`src/rtl/regfile_wb_arbiter.sv`:
```
// rtl/regfile_wb_arbiter.sv - write-back arbiter for the single register-file write port
// Optional build macro: WB_ARB_ROUND_ROBIN_EN selects round-robin arbitration instead of fixed priority.
module regfile_wb_arbiter #(
   parameter int N_REQ = 3,
   parameter int AW    = 5,
   parameter int DW    = 32,
   parameter int CNT_W = 16
) (
   input  logic                clk,
   input  logic                rst_n,
   input  logic [N_REQ-1:0]    req_valid,
   input  logic [N_REQ*AW-1:0] req_reg,
   input  logic [N_REQ*DW-1:0] req_data,
   output logic [N_REQ-1:0]    req_ready,
   input  logic                wb_hold,
   output logic                rf_regwrite,
   output logic [AW-1:0]       rf_writereg,
   output logic [DW-1:0]       rf_writedata,
   output logic [CNT_W-1:0]    conflict_cnt
);

   localparam int PW = (N_REQ > 1) ? $clog2(N_REQ) : 1;

   logic [N_REQ-1:0] grant;
   logic [AW-1:0]    sel_reg;
   logic [DW-1:0]    sel_data;
   logic             contention;

`ifdef WB_ARB_ROUND_ROBIN_EN
   logic [PW-1:0] rr_ptr;
   logic [PW-1:0] gnt_idx;
`endif

   // Pick one valid requester: first valid index starting at the search origin.
   always_comb begin : grant_search
      int  idx;
      logic found;
      grant = '0;
      found = 1'b0;
      idx   = 0;
`ifdef WB_ARB_ROUND_ROBIN_EN
      gnt_idx = '0;
`endif
      for (int k = 0; k < N_REQ; k++) begin
`ifdef WB_ARB_ROUND_ROBIN_EN
         idx = int'(rr_ptr) + k;
         if (idx >= N_REQ) idx = idx - N_REQ;
`else
         idx = k;
`endif
         if (!found && req_valid[idx]) begin
            found      = 1'b1;
            grant[idx] = 1'b1;
`ifdef WB_ARB_ROUND_ROBIN_EN
            gnt_idx    = PW'(idx);
`endif
         end
      end
   end

   // Grants are suppressed during hold and while reset is asserted.
   assign req_ready = (wb_hold || !rst_n) ? '0 : grant;

   // Two or more simultaneous requesters: (v & (v-1)) is nonzero iff popcount >= 2.
   assign contention = ((req_valid & (req_valid - 1'b1)) != '0);

   // Mux the granted requester's destination and data into the output stage.
   always_comb begin
      sel_reg  = '0;
      sel_data = '0;
      for (int i = 0; i < N_REQ; i++) begin
         if (grant[i]) begin
            sel_reg  = req_reg[i*AW +: AW];
            sel_data = req_data[i*DW +: DW];
         end
      end
   end

   // Output stage: load accepted writes, squash $0 writes, idle otherwise.
   always_ff @(posedge clk or negedge rst_n) begin
      if (!rst_n) begin
         rf_regwrite  <= 1'b0;
         rf_writereg  <= '0;
         rf_writedata <= '0;
      end else if (req_ready != '0) begin
         rf_regwrite  <= (sel_reg != '0);
         rf_writereg  <= sel_reg;
         rf_writedata <= sel_data;
      end else begin
         rf_regwrite  <= 1'b0;
      end
   end

   // Saturating count of unheld cycles with contention.
   always_ff @(posedge clk or negedge rst_n) begin
      if (!rst_n) begin
         conflict_cnt <= '0;
      end else if (contention && !wb_hold && (conflict_cnt != {CNT_W{1'b1}})) begin
         conflict_cnt <= conflict_cnt + 1'b1;
      end
   end

`ifdef WB_ARB_ROUND_ROBIN_EN
   // Advance the round-robin origin just past each accepted requester.
   always_ff @(posedge clk or negedge rst_n) begin
      if (!rst_n) begin
         rr_ptr <= '0;
      end else if (req_ready != '0) begin
         if (gnt_idx == PW'(N_REQ - 1)) rr_ptr <= '0;
         else                           rr_ptr <= gnt_idx + 1'b1;
      end
   end
`endif

endmodule

```
`config.mk`:
```
export PLATFORM = sky130hd
export DESIGN_NAME = regfile_wb_arbiter
export DESIGN_NICKNAME = d
export VERILOG_FILES = /design/src/rtl/regfile_wb_arbiter.sv
export SDC_FILE = /design/constraint.sdc
export NUM_CORES = 1
export LEC_CHECK = 0
export CORE_MARGIN = 5
export CORE_UTILIZATION = 38
export DETAILED_ROUTE_END_ITERATION = 12
export PLACE_DENSITY = 0.81
export SKIP_LAST_GASP = 1
export SYNTH_ARGS = -nofsm -noshare
export SYNTH_HDL_FRONTEND = slang
export SYNTH_SLANG_ARGS = --single-unit
```
`constraint.sdc`:
```
create_clock -name clk -period 2.1 [get_ports clk]
set_input_delay 0.42 -clock clk [delete_from_list [all_inputs] [get_ports clk]]
set_output_delay 0.42 -clock clk [all_outputs]
set_load 0.03 [all_outputs]
```
==> out/results.txt <==
slowest stage cell, crit path: dfrtp_1
setup ws final: 0.133 ns
Final Max Slew Viols: 0
Vias: 2965
synthesized-area fraction occupied by adder cells: 0.00758
gr ovfl total: 0
layout cells sized above 1: 0.155
Seq/Total Area, Yosys: 0.455
initial antenna violation count: 1
Starting Density: 0.386
final setup fails: 0
Die H: 98.4 um
CTS tree: done
synthesized area per cell: 10.1 um^2
Max-slew headroom: 0.551
Syn Nets: 412
Crit Path Max Fanout: 5
Total Power: 3.65 mW
post-detailed-placement half-perimeter wirelength: 7380 um
clock skew: 0.00654 ns
Buf/Inv on CP: 0
Post-Syn Area: 2970 um^2
placed instance area: 4840 um^2
Wirelength per Cell: 16.5 um
CP Launch Point: conflict_cnt[0]
pre-CTS setup slack: -0.0656 ns
hold_ws: 0.249 ns
Final Hold Fails: 0
Finished Cell Area: 4960 um^2
post-CTS setup repair buffer count: 0
Ys Warns: 0
Chip Width: 98.4 um
# hold bufs at CTS: 0
CTS H-tree lvls: 2
Antenna Nets Post-Route: 0
IO Port Bufs: 173
Max Clk Rate: 508 MHz
latest clock arrival within the worst-skew pair: 0.30 ns
Hold Path Class: in2async
Gates resized, CTS repair: 0
main combinational cell family by area after synthesis: compound AO/OA/AOI/OAI gates
Mapped Cells: 294
worst endpoint required time: 2.30 ns
vias per cell: 5.21
Placer Congestion: 0.783
All-Layer GR Usage: 0.189
Area growth, synth to finish: 67.1%
post-route insts no fill: 569
Leakage: 2.04 nW
crit path cell chain: ha_1, nand4_1, or2_2, nor3_1, mux2_2
CP Launch Type: flop
#FFs+latches synth: 54
FF-to-FF setup slack: 0.13 ns
die area: 9680 um^2
unrepaired setup endpoints after global routing: false
Worst Path Arrival: 2.17 ns
TritonCTS Buffers: 5
clk slew on worst S/H paths: 0.10 ns
critical path class: reg2reg
mux cell area share after synthesis: 0.147
Iter 0 DRT Violations: 116
Residual DRC: 0
Post-Synth Simple-Gate Area: 0.153
WL final: 9390 um
1st-pass router iterations: 4
final core occ: 0.646
launching point of the worst reg2reg path: conflict_cnt[0]
status: finished, final reports clean
Crit path max-delay family: simple AND/OR/NAND/NOR gates
Compound-Gate Fraction of Synth Area: 0.159
Setup TNS: 0 ns
Root Driver: clkbuf_8
CTS sink cnt: 54
Placement Rows: 32
core area: 7690 um^2
min Tclk post-route: 1.97 ns
Pwr Density: 736 nW/um^2
clk buf depth: 2
Final period util: 0.937
fin nets: 583
Worst setup EP type: flop
Max-cap violations: 0
Tightest Pin Transition: 0.674 ns
largest net degree at the start of global routing: 55
Critical Path Max Stage Delay: 0.44 ns
vias in the first global route: 3004
IO Count: 174
peak supply drop: 0.371 mV
Cells after DPL: 558
Synth Area in XOR/XNOR: 0.0413
Yosys cell types: 34
first-pass GRT wire length: 14900 um
-- Yosys cell counts --
cell | instances | area, um^2
a21boi_0 | 1 | 7.51
a21oi_1 | 8 | 40.0
a221o_1 | 1 | 10.0
a22oi_1 | 32 | 240
and2_1 | 1 | 6.26
and3_1 | 2 | 12.5
and4_1 | 1 | 8.76
buf_2 | 6 | 30.0
buf_4 | 2 | 15.0
clkbuf_1 | 15 | 56.3
dfrtp_1 | 54 | 1350
ha_1 | 1 | 12.5
inv_1 | 2 | 7.51
maj3_1 | 1 | 10.0
mux2_2 | 38 | 428
mux2i_1 | 1 | 10.0
nand2_1 | 36 | 135
nand2b_1 | 1 | 6.26
nand3_1 | 6 | 30.0
nand3b_1 | 4 | 30.0
nand4_1 | 5 | 31.3
nor2_1 | 3 | 11.3
nor2b_1 | 6 | 37.5
nor3_1 | 7 | 35.0
nor3b_1 | 2 | 15.0
nor4_1 | 5 | 31.3
nor4_4 | 1 | 21.3
nor4b_1 | 1 | 8.76
nor4b_2 | 1 | 15.0
o21ai_0 | 33 | 165
o31a_1 | 1 | 8.76
or2_2 | 1 | 6.26
or4b_4 | 1 | 13.8
xor2_1 | 14 | 123
-- per-layer routing --
metal / GRT usage / wire (um) / share of wire / up-vias
met4: 0.0578 / 240 / 0.026 / 0
met2: 0.360 / 5040 / 0.54 / 108
met5: 0 / 0 / 0 / -
met3: 0.0425 / 597 / 0.064 / 21
li1: - / - / - / 1420
met1: 0.207 / 3510 / 0.37 / 1416
-- layout by cell type, fill, tap and decap left out, drive strengths merged, types with 2 or more instances in the layout --
master / synthesis / routed
clkinv: 0 / 2
nand3b: 4 / 4
buf: 8 / 20
inv: 2 / 2
dfrtp: 54 / 54
clkdlybuf4s50: 0 / 167
nor2b: 6 / 6
nor2: 3 / 3
nor4: 6 / 6
clkbuf: 15 / 5
nand4: 5 / 5
mux2: 38 / 38
and3: 2 / 2
xor2: 14 / 14
nor4b: 2 / 2
nand3: 6 / 6
nor3b: 2 / 2
a22oi: 32 / 32
o21ai: 33 / 33
nand2: 36 / 36
nor3: 7 / 7
a21oi: 8 / 8
-- layout make-up --
class	count	area, um^2
Clock buffer	5	68.8
Antenna cell	1	2.50
Tap cell	102	128
Inverter	2	7.51
Timing Repair Buffer	187	1850
Multi-Input combinational cell	215	1510
Sequential cell	54	1350
Clock inverter	3	40.0
Fill cell	619	2720
-- path summary, 6_finish.rpt --
kind	to	cells after the start
max reg2reg	conflict_cnt[12]	5
max	conflict_cnt[12]	5
max in group asynchronous	rf_writedata[30]	2
min	conflict_cnt[14]	2
min in group clk	rf_writedata[22]	1
min reg2reg	rf_writedata[22]	1
-- sequential cells by signal, summed over array words and instances (netlist names) --
| signal | count |
|---|---|
| rf_writereg | 5 |
| rf_writedata | 32 |
| rf_regwrite | 1 |
| conflict_cnt | 16 |
-- cells by family after synthesis --
family                   Yosys count
AND/OR/NAND/NOR                   84
AO/OA/AOI/OAI                     76
flip-flops                        54
multiplexers                      39
buffers and inverters             25
XOR/XNOR                          14
adder cells (fa/ha/maj)            2
-- power by group --
group          switching [mW]  internal [mW]
sequential              0.179           1.25
combinational           0.774          0.771
clock                   0.332          0.351
total                    1.29           2.37
No activity file was read; power rests on OpenSTA's default activity.
